**config.mk**
```make
export PLATFORM = sky130hd
export DESIGN_NAME = generic_pipelined_accumulator
export DESIGN_NICKNAME = d
export VERILOG_FILES = /design/src/rtl/generic_pipelined_accumulator_pkg.sv /design/src/rtl/generic_pipelined_accumulator_adder.sv /design/src/rtl/generic_pipelined_accumulator.sv
export SDC_FILE = /design/constraint.sdc
export NUM_CORES = 1
export LEC_CHECK = 0
export ABC_AREA = 1
export ABC_CLOCK_PERIOD_IN_PS = 2960
export BUFFER_PORTS_ARGS = -buffer_cell sky130_fd_sc_hd__buf_2
export CAP_MARGIN = 20
export CORE_MARGIN = 2
export CORE_UTILIZATION = 31
export CTS_BUF_LIST = sky130_fd_sc_hd__clkbuf_4
export CTS_CLUSTER_DIAMETER = 60
export DETAILED_ROUTE_END_ITERATION = 16
export PLACE_DENSITY = 0.5
export SLEW_MARGIN = 10
export SYNTH_ARGS = -nofsm -noshare
export SYNTH_HDL_FRONTEND = slang
export SYNTH_SLANG_ARGS = --single-unit
```
**constraint.sdc**
```tcl
create_clock -name clk_i -period 2.96 [get_ports clk_i]
set_input_delay 0.444 -clock clk_i [delete_from_list [all_inputs] [get_ports clk_i]]
set_output_delay 0.444 -clock clk_i [all_outputs]
set_load 0.005 [all_outputs]
```
**src/rtl/generic_pipelined_accumulator_pkg.sv**
```systemverilog
// Shared types and sizing helpers for the slice-pipelined accumulator.
// Holds the readout state encoding and a ceil-log2 helper for counters.
package generic_pipelined_accumulator_pkg;

    typedef enum logic [1:0] {
        ACCUM = 2'd0,
        DRAIN = 2'd1,
        DUMP  = 2'd2
    } state_t;

    // Bits needed to hold values 0..v-1.
    function automatic int clog2(input int v);
        int r;
        r = 0;
        while ((1 << r) < v) r++;
        return r;
    endfunction

endpackage

```
**src/rtl/generic_pipelined_accumulator_adder.sv**
```systemverilog
// Generic ripple adder with carry-in and carry-out; one per sum slice.
// Ports: a_i, b_i (WIDTH), ci_i -> s_o (WIDTH), co_o.
module generic_pipelined_accumulator_adder #(
    parameter int WIDTH = 16
) (
    input  logic [WIDTH-1:0] a_i,
    input  logic [WIDTH-1:0] b_i,
    input  logic             ci_i,
    output logic [WIDTH-1:0] s_o,
    output logic             co_o
);

    assign {co_o, s_o} = {1'b0, a_i} + {1'b0, b_i}
                       + {{WIDTH{1'b0}}, ci_i};

endmodule

```
**src/rtl/generic_pipelined_accumulator.sv**
```systemverilog
// Wide accumulator split into NSTAGES registered slices with registered
// inter-slice carries; a dump handshake drains the carries before readout.
// Ports: clk_i, rst_i (sync, active high), in_valid_i/in_ready_o/in_data_i
// sample stream, clear_i, dump_i, dump_clear_i, and the readout bundle
// acc_o, count_o, overflow_o qualified by the one-cycle acc_valid_o.
// NSTAGES must be at least 2 and divide WIDTH.
module generic_pipelined_accumulator
    import generic_pipelined_accumulator_pkg::*;
#(
    parameter int WIDTH     = 48,
    parameter int NSTAGES   = 3,
    parameter int IN_WIDTH  = 32,
    parameter int CNT_WIDTH = 16
) (
    input  logic                 clk_i,
    input  logic                 rst_i,
    input  logic                 in_valid_i,
    output logic                 in_ready_o,
    input  logic [IN_WIDTH-1:0]  in_data_i,
    input  logic                 clear_i,
    input  logic                 dump_i,
    input  logic                 dump_clear_i,
    output logic [WIDTH-1:0]     acc_o,
    output logic [CNT_WIDTH-1:0] count_o,
    output logic                 overflow_o,
    output logic                 acc_valid_o
);

    localparam int SW  = WIDTH / NSTAGES;
    localparam int DCW = clog2(NSTAGES + 1);

    state_t                      r_state;
    logic [DCW-1:0]              r_dcnt;
    logic                        r_dclr;
    logic [WIDTH-1:0]            r_acc;
    logic                        r_acc_valid;
    logic [CNT_WIDTH-1:0]        r_count;
    logic                        r_ovf;
    logic [NSTAGES-1:0][SW-1:0]  r_sum;
    logic [NSTAGES-2:0]          r_carry;

    logic                        w_accept;
    logic                        w_zero;
    logic [WIDTH-1:0]            w_in;
    logic [NSTAGES-1:0][SW-1:0]  w_chunk;
    logic [NSTAGES-1:0][SW-1:0]  w_sum_d;
    logic [NSTAGES-1:0]          w_co;
    logic [NSTAGES-1:0]          w_ci;

    assign in_ready_o  = (r_state == ACCUM);
    assign acc_o       = r_acc;
    assign count_o     = r_count;
    assign overflow_o  = r_ovf;
    assign acc_valid_o = r_acc_valid;

    // A sample offered alongside clear_i is dropped.
    assign w_accept = in_valid_i & in_ready_o & ~clear_i;
    assign w_in     = w_accept ? WIDTH'(in_data_i) : '0;
    assign w_zero   = rst_i | clear_i | ((r_state == DUMP) & r_dclr);
    assign w_ci     = {r_carry, 1'b0};

    for (genvar k = 0; k < NSTAGES; k++) begin : g_slice
        if (k == 0) begin : g_nodly
            assign w_chunk[k] = w_in[SW-1:0];
        end else begin : g_dly
            // Chunk k waits k cycles so it meets the carry of slice k-1.
            logic [SW-1:0] r_pipe [k];
            always_ff @(posedge clk_i) begin
                if (w_zero) begin
                    for (int i = 0; i < k; i++) r_pipe[i] <= '0;
                end else begin
                    r_pipe[0] <= w_in[k*SW +: SW];
                    for (int i = 1; i < k; i++) r_pipe[i] <= r_pipe[i-1];
                end
            end
            assign w_chunk[k] = r_pipe[k-1];
        end

        generic_pipelined_accumulator_adder #(
            .WIDTH (SW)
        ) u_add (
            .a_i  (r_sum[k]),
            .b_i  (w_chunk[k]),
            .ci_i (w_ci[k]),
            .s_o  (w_sum_d[k]),
            .co_o (w_co[k])
        );
    end

    always_ff @(posedge clk_i) begin
        if (w_zero) begin
            r_sum   <= '0;
            r_carry <= '0;
        end else begin
            r_sum   <= w_sum_d;
            r_carry <= w_co[NSTAGES-2:0];
        end
    end

    always_ff @(posedge clk_i) begin
        if (rst_i) begin
            r_state     <= ACCUM;
            r_dcnt      <= '0;
            r_dclr      <= 1'b0;
            r_acc       <= '0;
            r_acc_valid <= 1'b0;
            r_count     <= '0;
            r_ovf       <= 1'b0;
        end else begin
            r_acc_valid <= 1'b0;
            if (clear_i || (r_state == DUMP && r_dclr)) begin
                r_count <= '0;
                r_ovf   <= 1'b0;
            end else begin
                if (w_accept && r_count != '1) r_count <= r_count + 1'b1;
                if (w_co[NSTAGES-1]) r_ovf <= 1'b1;
            end
            unique case (r_state)
                ACCUM: begin
                    if (dump_i) begin
                        r_state <= DRAIN;
                        r_dcnt  <= DCW'(NSTAGES);
                        r_dclr  <= dump_clear_i;
                    end
                end
                DRAIN: begin
                    if (r_dcnt == DCW'(1)) begin
                        r_state     <= DUMP;
                        r_acc_valid <= 1'b1;
                        // A clear in the last drain cycle must report 0.
                        r_acc       <= clear_i ? '0 : r_sum;
                    end else begin
                        r_dcnt <= r_dcnt - 1'b1;
                    end
                end
                DUMP: begin
                    r_state <= ACCUM;
                    r_dclr  <= 1'b0;
                end
                default: r_state <= ACCUM;
            endcase
        end
    end

endmodule

```
After elaboration in Yosys (flattened, before gate mapping)
Memory sizes are Yosys's and may differ from the RTL's.
Index checks and enable logic that the tools add are counted.
{"block": "totals", "mem_bits_rw": 48, "mem_count": 2, "wordCells": 67, "in_bits": 38, "output_inout_bits": 67, "reg_bits": 121}
{"block": "classes", "n_eq_ne": 7, "addsub": 7, "mux": 18, "bitwise": 9, "n_reduce_logical": 13}
{"name": "g_slice[2].g_dly.r_pipe", "words": 2, "word_bits": 16, "rd": 2, "rd_clocked_by_memory_dff": 0, "wr": 2, "line": "generic_pipelined_accumulator.sv:67", "source": "logic [SW-1:0] r_pipe [k];"}
{"name": "g_slice[1].g_dly.r_pipe", "words": 1, "word_bits": 16, "rd": 1, "rd_clocked_by_memory_dff": 0, "wr": 1, "line": "generic_pipelined_accumulator.sv:67"}
{"operator": "$add A16 B16 Y17", "count": 3}
{"operator": "$mux W16", "count": 3}
{"operator": "$mux W48", "count": 1}
{"operator": "$add A17 B1 Y17", "count": 2}
{"operator": "$mux W32", "count": 1}
{"operator": "$add A16 B1 Y16 const B", "count": 1}
{"operator": "$ne A16 B16 Y1 const B", "count": 1}
{"operator": "$reduce_or A16 Y1", "count": 1}
{"operator": "$mux W2", "count": 4}
{"operator": "$pmux W2 S2", "count": 2}
{"operator": "$mux W1", "count": 6}
{"operator": "$reduce_and A2 Y1", "count": 3}
{"operator": "$eq A2 B1 Y1 const B", "count": 2}
{"operator": "$ne A2 B2 Y1 const B", "count": 2}
{"operator": "$or A1 B1 Y1", "count": 4}
{"operator": "$reduce_bool A2 Y1", "count": 2}
{"operator": "$reduce_or A2 Y1", "count": 2}
{"operator": "$and A1 B1 Y1", "count": 3}
{"operator": "$reduce_and A3 Y1", "count": 1}
{"operator": "$eq A2 B2 Y1 const B", "count": 1}
{"operator": "$logic_and A1 B1 Y1", "count": 2}
{"operator": "$logic_not A2 Y1", "count": 1}
{"operator": "$ne A2 B1 Y1 const B", "count": 1}
{"operator": "$not A1 Y1", "count": 2}
{"operator": "other kinds (3)", "count": 3}

Longest topological paths before layout
Gate-level depths: netlist of run 1.
{"block": "logic_depth", "ltp_word": 6, "mapped_depth": 15, "depth_no_buf": 14}

Modules after synthesis
A second synthesis of run 1 with hierarchy kept.
{"block": "unflattened", "hier_cells": 1201, "hier_area_um2": 7937.6}
{"module": "generic_pipelined_accumulator", "seq_area_each_um2": 2742.6, "instances": 1, "cells_per_inst": 648, "area_each_um2": 4974.8}
{"module": "generic_pipelined_accumulator_adder at g_slice[0].u_add ...", "seq_area_each_um2": 0.0, "instances": 2, "cells_per_inst": 184, "area_each_um2": 985.9}
{"module": "generic_pipelined_accumulator_adder at g_slice[2].u_add", "seq_area_each_um2": 0.0, "instances": 1, "cells_per_inst": 185, "area_each_um2": 991.0}

Least setup slack after synthesis of run 1
OpenSTA, ideal clock, no wires.
{"block": "synth_timing", "kind": "input to register", "from": "input port clear_i", "to": "register r_carry[0]", "setup_slack_ps": 741, "arrival_time_ps": 2091, "path_stages": 12, "setup_ps": 128, "path_buffers": 1, "required_time_ps": 2832, "path_cell_list": "inv_1 -> nand3_4 -> buf_1 -> nor2_1 -> ha_1 -> fa_1 -> nand3_1 -> nand3_1 -> nand3_1 -> nand3_1 -> a21oi_1 -> nor2_1"}
{"block": "synth_via", "elab_chain_cells": 4, "word_cells_on_any_way": 6, "classes_between": "add/sub: 1; mux: 1; bitwise: 4"}
{"element": "start: declaration", "line": "generic_pipelined_accumulator.sv:20", "source": "input logic clear_i,"}
{"element": "$not A1 Y1", "line": "generic_pipelined_accumulator.sv:57", "source": "assign w_accept = in_valid_i & in_ready_o & ~clear_i;"}
{"element": "$and A1 B1 Y1", "line": "generic_pipelined_accumulator.sv:57"}
{"element": "$mux W32", "line": "generic_pipelined_accumulator.sv:58", "source": "assign w_in = w_accept ? WIDTH'(in_data_i) : '0;"}
{"element": "$add A16 B16 Y17", "line": "generic_pipelined_accumulator_adder.sv:13", "source": "assign {co_o, s_o} = {1'b0, a_i} + {1'b0, b_i}"}
{"element": "end signal: assignment", "line": "generic_pipelined_accumulator.sv:96", "source": "r_carry <= w_co[NSTAGES-2:0];"}
{"element": "end: declaration", "line": "generic_pipelined_accumulator.sv:40", "source": "logic [NSTAGES-2:0] r_carry;"}
Several ways; a longest one is shown, not always the timed one.
A chain may end at the register's enable or synchronous reset.

Worst setup path in the final report of run 1
{"block": "layout_timing", "from": "register r_state[1]", "to": "register r_carry[0]"}
{"block": "layout_via", "elab_chain_cells": 5, "word_cells_on_any_way": 8, "classes_between": "add/sub: 1; eq/ne: 1; mux: 1; bitwise: 4; reduce/logical: 1"}
{"element": "start: declaration", "line": "generic_pipelined_accumulator.sv:32", "source": "state_t r_state;"}
{"element": "start signal: assignment", "line": "generic_pipelined_accumulator.sv:102", "source": "r_state <= ACCUM;"}
{"element": "start signal: assignment", "line": "generic_pipelined_accumulator.sv:121", "source": "r_state <= DRAIN;"}
{"element": "start signal: assignment", "line": "generic_pipelined_accumulator.sv:128", "source": "r_state <= DUMP;"}
{"element": "$logic_not A2 Y1", "line": "generic_pipelined_accumulator.sv:50", "source": "assign in_ready_o = (r_state == ACCUM);"}
{"element": "$and A1 B1 Y1 (2 in series)", "line": "generic_pipelined_accumulator.sv:57"}
{"element": "$mux W32", "line": "generic_pipelined_accumulator.sv:58"}
{"element": "$add A16 B16 Y17", "line": "generic_pipelined_accumulator_adder.sv:13"}
Several ways; a longest one is shown, not always the timed one.

==> results of run 1 <==
worst min-delay path: stages:
cell and delay, ns:
buf_2 0.10, inv_1 0.04, nor2_1 0.03
logic make-up (layout without fill, tap and decap cells):
logic type,after synthesis,in the layout
AND/OR/NAND/NOR,518,518
buffers and inverters,185,295
flip-flops,137,137
AO/OA/AOI/OAI,132,132
adder cells (fa/ha/maj),38,38
XOR/XNOR,6,6
other,0,1
report_power, final:
part / leakage [nW] / switching (mW) / internal [mW] / total (mW)
sequential: 1.11 / 0.0124 / 1.86 / 1.87
clock: 0.203 / 0.706 / 0.942 / 1.65
combinational: 2.55 / 0.158 / 0.0742 / 0.232
total: 3.86 / 0.876 / 2.88 / 3.75
final cells by class:
class / instances / area, um2
sequential: 137 / 2740
fill: 2395 / 13800
tap: 280 / 350
antenna: 1 / 2.50
clock buffer: 19 / 143
clock inverter: 12 / 245
multi-input combinational: 694 / 3440
timing repair buffer: 110 / 578
inverter: 154 / 578
per-stage QoR:
stage / area [um2] / instances / hold WS (ns) / setup WS (ns)
after detailed placement: 7690 / 1375 / 0.453 / 0.595
after floorplan: 6920 / 1016 / 0.433 / 0.741
final: 8080 / 1407 / 0.0899 / 0.693
after global placement: 7690 / 1375 / 0.449 / 0.645
after CTS: 8080 / 1406 / 0.0313 / 0.678
after global routing: 8080 / 1407 / 0.0284 / 0.471
path summary, 6_finish.rpt:
path	start	endpoint	slack, ns	cells after the start
worst max-delay path	r_state[1]	r_carry[0]	0.69	11
worst min-delay path	in_data_i[26]	g_slice[1].g_dly.r_pipe[0][10]	0.09	3
worst max register to register	r_state[1]	r_carry[0]	0.69	11
worst min register to register	r_sum[47]	r_sum[47]	0.47	2
placed cells by master (no fill, tap or decap), drive strengths merged, types with 7 or more instances in the layout:
cell,n
nor3,12
o21ai,59
o31ai,12
nand2,267
inv,156
ha,35
buf,110
a21oi,58
dfxtp,137
bufinv,7
nor2,131
nand3,89
nand4,7
clkbuf,19
sequential cells by signal, indices dropped and copies added (netlist names):
signal / cells
r_dcnt: 2
count_o: 16
g_slice.g_dly.r_pipe: 16
r_sum: 48
r_state: 2
acc_o: 48
r_dclr: 1
r_carry: 2
acc_valid_o: 1
overflow_o: 1
layer usage:
layer | global-route usage, % | up-vias | share of wire, %
met5 | 0 | - | 0
met4 | 3.80 | 0 | 1.0
met3 | 4.08 | 11 | 4.8
met2 | 23.0 | 103 | 43
met1 | 21.3 | 2778 | 51
li1 | - | 3406 | -
==> impl_metrics.ini, run 1 <==
[synth]
ys_types = 35
synth_mux_area_share_pct = 0
syn-num-nets = 1092
synthCells = 1016
async_reset_ff_share_pct = 0
yosysMostFrequentCell = nand2_1
synth_top_family_by_area = simple AND/OR/NAND/NOR gates
synth_top_area_cell = dfxtp_1
synth_edf_count = 0
yosys-top-cells-count = nand2_1, inv_1, dfxtp_1
synth-compound-area-share_pct = 10.2
post_synth.cell_area_avg_um2 = 6.81
ys.flop_type = dfxtp_1
synth_seq_cells = 137
netlist_area_um2 = 6920
ys_seq_area_share_pct = 39.6
synth_warnings = 0
synth_xor_xnor_area_share_pct = 0.759
yosys.area_share.adder_pct = 7.19
synth_top_area_share_pct = 39.6
synthSimpleGateAreaFrac_pct = 31.6
synth_area_leaders = dfxtp_1, nand2_1, inv_1

[clocking]
cts_resized = 0
htreeDepth = 4
post_cts_buffers = 0
hold_buffers = 0
numCtsBuffers = 17
clk_pin_slew_ns = 0.13
clkLatencyLatePin_ns = 0.54
cts_tree = yes
clock_sinks = 137
cts-root-buf = clkbuf_4
cts_buffer_depth = 2

[finish]
drive_above_1_share_pct = 14.3
area.growth.synth_to_final_pct = 16.8
nNetsFinal = 1190
post-route-util_pct = 36.9

[route]
post_drt_wl_per_cell_um = 12.4
wirelength_mm = 17.4
drt-vias-per-instance = 4.48
first_pass_iters = 4
drtIter0Drc = 387
antenna_left = 0
drc = 0
num_vias = 6298

[critical_path]
path_buf_inv = 0
path_delay_family = simple AND/OR/NAND/NOR gates
path_cells = nor2_4, nand3_4, nor2_1, ha_1, fa_1, nand3_1, nand3_1, nand3_1, nand3_1, a21oi_1, nor2_1
cp.required_ns = 3.38
criticalPathCategory = reg -> reg
critPathSlowestCell = dfxtp_1
cpMostUsedCell = nand3_1
cp.arrival_ns = 2.69
cp-end-kind = flop
cp_max_fo = 18
critPathMaxStageDelay_ns = 0.45
start_kind = flop

[timing]
fmax_ghz = 0.441
maxSlewViolCount = 0
clock_skew_ns = 0.0178
fin_crit_ns = 2.27
worst_pin_slew_ns = 0.744
slew_headroom_pct = 50.4
rsz0062_at_grt = no
fin_crit_sh_pct = 76.6
finalSetupTns_ns = 0
finalSetupViolations = 0
hold_viol = 0

[placed_design]
dp_hpwl_mm = 13.2
io_buffers = 104
globalplace.congestion = 0.816

[die]
num_io_pins = 105
die_x_um = 153
die_y_um = 153
core_um2 = 21900
rows = 54
initial_utilization_pct = 31.6
die_area_um2 = 23500

[global_route]
antenna_found_initial = 1
grt.total_usage_pct = 15.1
grt_max_degree = 54
grt_pass1_wl_mm = 29.0
grt_pass1_vias = 5850
gr-total-overflow = 0

[job]
cap_violations = 0

[power_and_ir_drop]
ir_drop_uv = 191
p_leak_nw = 3.86
powerDensity_nw_per_um2 = 465
design_power_total_mw = 3.75

[min_path]
hold_path.class = in -> reg

[status]
status = completed
Note: power is estimated with default switching activity, not from simulation.
==> inputs of run 2 (changes only) <==
--- a/config.mk
+++ b/config.mk
@@ -5,8 +5,8 @@
 export SDC_FILE = /design/constraint.sdc
 export NUM_CORES = 1
 export LEC_CHECK = 0
-export ABC_AREA = 1
-export ABC_CLOCK_PERIOD_IN_PS = 2960
+export ABC_AREA = 0
+export ABC_CLOCK_PERIOD_IN_PS = 2000
 export BUFFER_PORTS_ARGS = -buffer_cell sky130_fd_sc_hd__buf_2
 export CAP_MARGIN = 20
 export CORE_MARGIN = 2
@@ -14,7 +14,7 @@
 export CTS_BUF_LIST = sky130_fd_sc_hd__clkbuf_4
 export CTS_CLUSTER_DIAMETER = 60
 export DETAILED_ROUTE_END_ITERATION = 16
-export PLACE_DENSITY = 0.5
+export PLACE_DENSITY = 0.52
 export SLEW_MARGIN = 10
 export SYNTH_ARGS = -nofsm -noshare
 export SYNTH_HDL_FRONTEND = slang
==> constraint.sdc (replaced) <==
create_clock -name clk_i -period 2 [get_ports clk_i]
set_input_delay 0.3 -clock clk_i [delete_from_list [all_inputs] [get_ports clk_i]]
set_output_delay 0.3 -clock clk_i [all_outputs]
set_load 0.005 [all_outputs]
==> impl_metrics.ini, run 2 <==
[status]
status = finished with violations
violations = setup timing

[synth]
synthCells = 722
syn-num-nets = 798
ys.flop_type = dfxtp_1
ys_types = 47
synth_edf_count = 0
synth_seq_cells = 137
ys_seq_area_share_pct = 43.3
async_reset_ff_share_pct = 0
synth_warnings = 0
synth_top_area_cell = dfxtp_1
yosysMostFrequentCell = dfxtp_1
yosys-top-cells-count = dfxtp_1, nor2_1, a21oi_1
synth_top_area_share_pct = 43.3
synth_area_leaders = dfxtp_1, ha_1, nor2_1
post_synth.cell_area_avg_um2 = 8.78
netlist_area_um2 = 6340

[die]
core_um2 = 20200
die_x_um = 147
initial_utilization_pct = 31.4
die_y_um = 147
die_area_um2 = 21600
num_io_pins = 105
rows = 52

[global_route]
grt_pass1_vias = 5429
antenna_found_initial = 1
gr-total-overflow = 0
grt_pass1_wl_mm = 26.6
grt.total_usage_pct = 15.4
grt_max_degree = 55

[placed_design]
globalplace.congestion = 0.790
io_buffers = 104
detailedPlace.worstSlack_ns = -0.573
dp_hpwl_mm = 10.7

[clocking]
numCtsBuffers = 17
clkLatencyLatePin_ns = 0.55
htreeDepth = 4
clock_sinks = 137
clk_pin_slew_ns = 0.12
cts_tree = yes
cts-root-buf = clkbuf_4
cts_buffer_depth = 2

[critical_path]
ff2ff_setup_slack_ns = -0.39
cp_max_fo = 5
reg2regPathDepth = 11
cp-endpoint = r_sum[14]
startpoint = r_state[1]
cp-end-kind = flop
reg2reg_from = r_state[1]
worstReg2RegEnd = r_sum[14]
cp.required_ns = 2.48
start_kind = flop
criticalPathCategory = reg -> reg
cp.arrival_ns = 2.87

[timing]
fin_crit_sh_pct = 120
worst_pin_slew_ns = 0.645
slew_headroom_pct = 57.0
finalSetupViolations = 12
clock_skew_ns = 0.0283
hold_viol = 0
fin_crit_ns = 2.39
timing.hold.ws_ns = 0.0986
maxSlewViolCount = 0
rsz0062_at_grt = yes
fmax_ghz = 0.418
worst_slack_ns = -0.394

[route]
drc = 0
first_pass_iters = 4
post_drt_wl_per_cell_um = 13.6
drt-vias-per-instance = 4.64
drtIter0Drc = 259
antenna_left = 0
wirelength_mm = 16.0
num_vias = 5433

[finish]
layout_common_cells = dfxtp_1, nor2_1, buf_2
area.growth.synth_to_final_pct = 31.8
final_common_cell = dfxtp_1
post-route-util_pct = 41.4
nNetsFinal = 964
drive_above_1_share_pct = 29.1
fillers = 2067

[power_and_ir_drop]
p_leak_nw = 3.51
powerDensity_nw_per_um2 = 625
ir_drop_uv = 299

[min_path]
hold_path.class = in -> reg

[job]
cap_violations = 0
[run 2: cell count changes after synthesis, sizes merged, moves of 12 or more]
cell,delta
nor2,-15
a21oi,+22
o21ai,-36
and2,+39
nand3,-70
nand2,-237
o31ai,-12
nor3b,+45
xor2,+22
clkbuf,+20
xnor2,+14
inv,-142
buf,-13
[run 2: timing repair]
item | 4_1_cts | 5_1_grt
gates cloned | 1 | 0
hold buffers | 18 | 0
endpoints found under the setup margin | 20 | 26
resized for setup | 26 | 29
pin swaps | 22 | 22
hold endpoints to repair | 17 | 0
buffers inserted | 5 | 7
[run 2: cells by family after synthesis]
group                    after synthesis  synth area share, %
AO/OA/AOI/OAI                        144                 13.1
multiplexers                           4                0.632
AND/OR/NAND/NOR                      307                 26.0
buffers and inverters                 50                 3.38
adder cells (fa/ha/maj)               38                 7.86
flip-flops                           137                 43.3
XOR/XNOR                              42                 5.80
[run 2: worst min path at each step]
stage	cells past startpoint	to	slack, ns	start
finish	3	r_state[0]	0.1	dump_i
global placement	2	overflow_o	0.46	overflow_o
CTS	3	r_state[0]	0.03	dump_i
floorplan	1	g_slice[1].g_dly.r_pipe[0][0]	0.42	in_data_i[16]
detailed placement	2	overflow_o	0.47	overflow_o
global route	3	r_state[0]	0.04	dump_i
[run 2: metrics by stage]
stage               area, um2  cells  setup TNS [ns]  power, mW
floorplan                6410    722           -2.86       3.07
global placement         7570   1112           -6.68       3.24
detailed placement       7570   1112           -6.64       3.24
CTS                      8200   1167           -3.68       5.32
global route             8360   1171           -5.95       5.49
finish                   8360   1171           -3.02       5.22
[run 2: per-layer routing]
layer / track usage [%] / vias to the layer above / share of wire (%)
met4: 5.00 / 0 / 1.1
met1: 21.2 / 2490 / 51
met2: 23.8 / 104 / 43
met3: 3.66 / 13 / 4.4
met5: 0 / - / 0
li1: - / 2826 / -
[run 2: power breakdown]
part           switching [mW]  total, mW  internal, mW
logic                   0.244      0.450         0.206
registers              0.0208       2.78          2.76
clock network            1.10       1.99         0.887
[run 2: cell type report]
cell class              instances  area [um2]  share of cell area, %
multi-input cells             535        3670                   43.9
flip-flops and latches        137        2750                   32.9
repair buffers                185        1240                   14.9
well taps                     270         338                   4.04
clock inverters                13         171                   2.05
clock buffers                  18         135                   1.62
inverters                      12        45.0                  0.539
diodes                          1        2.50                 0.0299
[run 2: critical path, stage by stage, from the launching register on]
cell and delay (ns):
dfxtp_2 0.35, nor4b_4 0.30, buf_6 0.18, and2_4 0.16
ha_4 0.13, fa_2 0.20, a21o_1 0.18, a221oi_4 0.09
o21ai_2 0.21, a211oi_2 0.11, or3_1 0.32, a21oi_1 0.12
==> inputs of run 3 (changes only) <==
--- a/config.mk
+++ b/config.mk
@@ -15,6 +15,7 @@
 export CTS_CLUSTER_DIAMETER = 60
 export DETAILED_ROUTE_END_ITERATION = 16
 export PLACE_DENSITY = 0.52
+export REMOVE_ABC_BUFFERS = 1
 export SLEW_MARGIN = 10
 export SYNTH_ARGS = -nofsm -noshare
 export SYNTH_HDL_FRONTEND = slang
==> impl_metrics.ini, run 3 (synthesis gave the netlist of run 2 again) <==
[status]
status = finished with violations
violations = setup timing

[power_and_ir_drop]
p_sw_mw = 1.35
p_int_mw = 3.86
powerDensity_nw_per_um2 = 619
p_leak_nw = 3.54
pwr-share-comb_pct = 8.7
ir_drop_uv = 281
swShare_pct = 25.9
clkPwrFrac_pct = 37.9
seq_power_share_pct = 53.4

[route]
drtIter0Drc = 166
met3WireLength_um = 705
routed.top_layer = met4
met1Wirelength_mm = 7.65
drt-vias-per-instance = 4.65
first_pass_iters = 5
wirelength_mm = 15.6
antenna_left = 0
drc = 0
dr_wl_met2_mm = 7.03
post_drt_wl_per_cell_um = 13.3
num_vias = 5464

[die]
core_um2 = 20200
rows = 52
die_x_um = 147
initial_utilization_pct = 31.4
die_y_um = 147
die_area_um2 = 21600
num_io_pins = 105

[timing]
fmax_ghz = 0.407
slew_headroom_pct = 58.4
maxSlewViolCount = 0
finalSetupViolations = 13
clock_skew_ns = 0.0242
timing.hold.ws_ns = 0.0640
fin_crit_ns = 2.46
fin_crit_sh_pct = 123
worst_slack_ns = -0.458
hold_viol = 0
worst_pin_slew_ns = 0.624
rsz0062_at_grt = yes

[clocking]
cts-root-buf = clkbuf_4
clock_sinks = 137
numCtsBuffers = 17
cts_tree = yes
cts_buffer_depth = 2
clk_pin_slew_ns = 0.13
htreeDepth = 4
clkLatencyLatePin_ns = 0.54

[critical_path]
criticalPathCategory = reg -> reg
cp-end-kind = flop
cp.required_ns = 2.46
reg2reg_from = r_state[0]
cp.arrival_ns = 2.92
ff2ff_setup_slack_ns = -0.46
cp_max_fo = 10
start_kind = flop
worstReg2RegEnd = r_sum[15]
reg2regPathDepth = 12

[global_route]
grt_pass1_vias = 5447
grt_pass1_wl_mm = 26.1
grt_max_degree = 62
antenna_found_initial = 1
grt.total_usage_pct = 14.8
gr-total-overflow = 0

[finish]
layout_common_cells = dfxtp_1, nor2_1, buf_2
nNetsFinal = 967
fillers = 2129
drive_above_1_share_pct = 29.2
area.growth.synth_to_final_pct = 32.7
seq_area_um2 = 2750
final_common_cell = dfxtp_1
post-route-util_pct = 41.7
multi_input_area_um2 = 3670

[placed_design]
globalplace.congestion = 0.803
io_buffers = 104
dp_hpwl_mm = 10.6

[min_path]
holdCritStartpoint = dump_i
whs_path_depth = 3
hold_path.class = in -> reg
worstHoldEndpoint = r_dclr

[job]
cap_violations = 0
## run 3: changes by cell type in the layout (fill, tap and decap cells not counted), sizes merged
cell         previous run  this run
clkinv                  2         6
dlygate4sd3            18        16
buf                   167       172
clkinvlp                5         2
## run 3: final cells by class
type | count | area share, %
flip-flops and latches | 137 | 32.7
clock buffers | 18 | 1.61
well taps | 270 | 4.02
diodes | 1 | 0.0297
repair buffers | 188 | 15.5
multi-input cells | 535 | 43.6
clock inverters | 14 | 2.04
inverters | 12 | 0.535
## run 3: how the worst max path moves through the flow
| stage | start | end | slack [ns] | cells past startpoint |
|---|---|---|---|---|
| 6_report | r_state[0] | r_sum[15] | -0.46 | 12 |
| 5_1_grt | r_state[0] | r_sum[11] | -0.63 | 11 |
| 4_1_cts | r_state[1] | r_sum[11] | -0.48 | 11 |
| 3_5_place_dp | clear_i | r_sum[14] | -0.66 | 11 |
| 3_3_place_gp | clear_i | r_sum[14] | -0.62 | 11 |
| 2_1_floorplan | r_state[1] | r_sum[13] | -1.95 | 3 |
## run 3: critical path, stage by stage (launching register included)
cell      delay (ns)
dfxtp_2         0.36
nor4b_4         0.38
buf_4           0.20
buf_12          0.11
and2_4          0.14
ha_4            0.20
buf_6           0.13
nand2_1         0.06
nor2_1          0.05
a211oi_2        0.19
nor2_1          0.10
o31a_1          0.29
nor3_2          0.16
## run 3: routing by layer
layer  up-vias  track usage [%]
met2       101             24.2
met4         0             4.57
met5         -                0
met1      2505             19.2
li1       2842                -
met3        16             4.25
## run 3: per-stage QoR
| stage | setup TNS, ns | cells | setup WS, ns | cell area, um2 | power, mW |
|---|---|---|---|---|---|
| floorplan | -156.01 | 684 | -1.95 | 6170 | 3.02 |
| global placement | -6.92 | 1114 | -0.624 | 7550 | 3.24 |
| detailed placement | -6.82 | 1114 | -0.663 | 7550 | 3.24 |
| CTS | -4.18 | 1167 | -0.482 | 8210 | 5.32 |
| global route | -6.27 | 1175 | -0.625 | 8410 | 5.48 |
| finish | -4.08 | 1175 | -0.458 | 8410 | 5.21 |
## run 3: power groups by stage
| stage | Sequential, mW | Combinational, mW | Clock [mW] |
|---|---|---|---|
| 5_1_grt | 2.79 | 0.502 | 2.19 |
| 6_report | 2.78 | 0.452 | 1.98 |
| 3_3_place_gp | 2.84 | 0.403 | 0 |
| 2_1_floorplan | 2.84 | 0.179 | 0 |
| 4_1_cts | 2.78 | 0.446 | 2.09 |
| 3_5_place_dp | 2.84 | 0.401 | 0 |
## run 3: timing repair
item | in CTS | in global routing
pin swaps | 25 | 25
endpoints found under the setup margin | 19 | 26
cloned | 0 | 0
gates resized for setup | 37 | 30
hold buffers | 16 | 0
hold endpoints to repair | 16 | 0
buffers inserted | 5 | 9
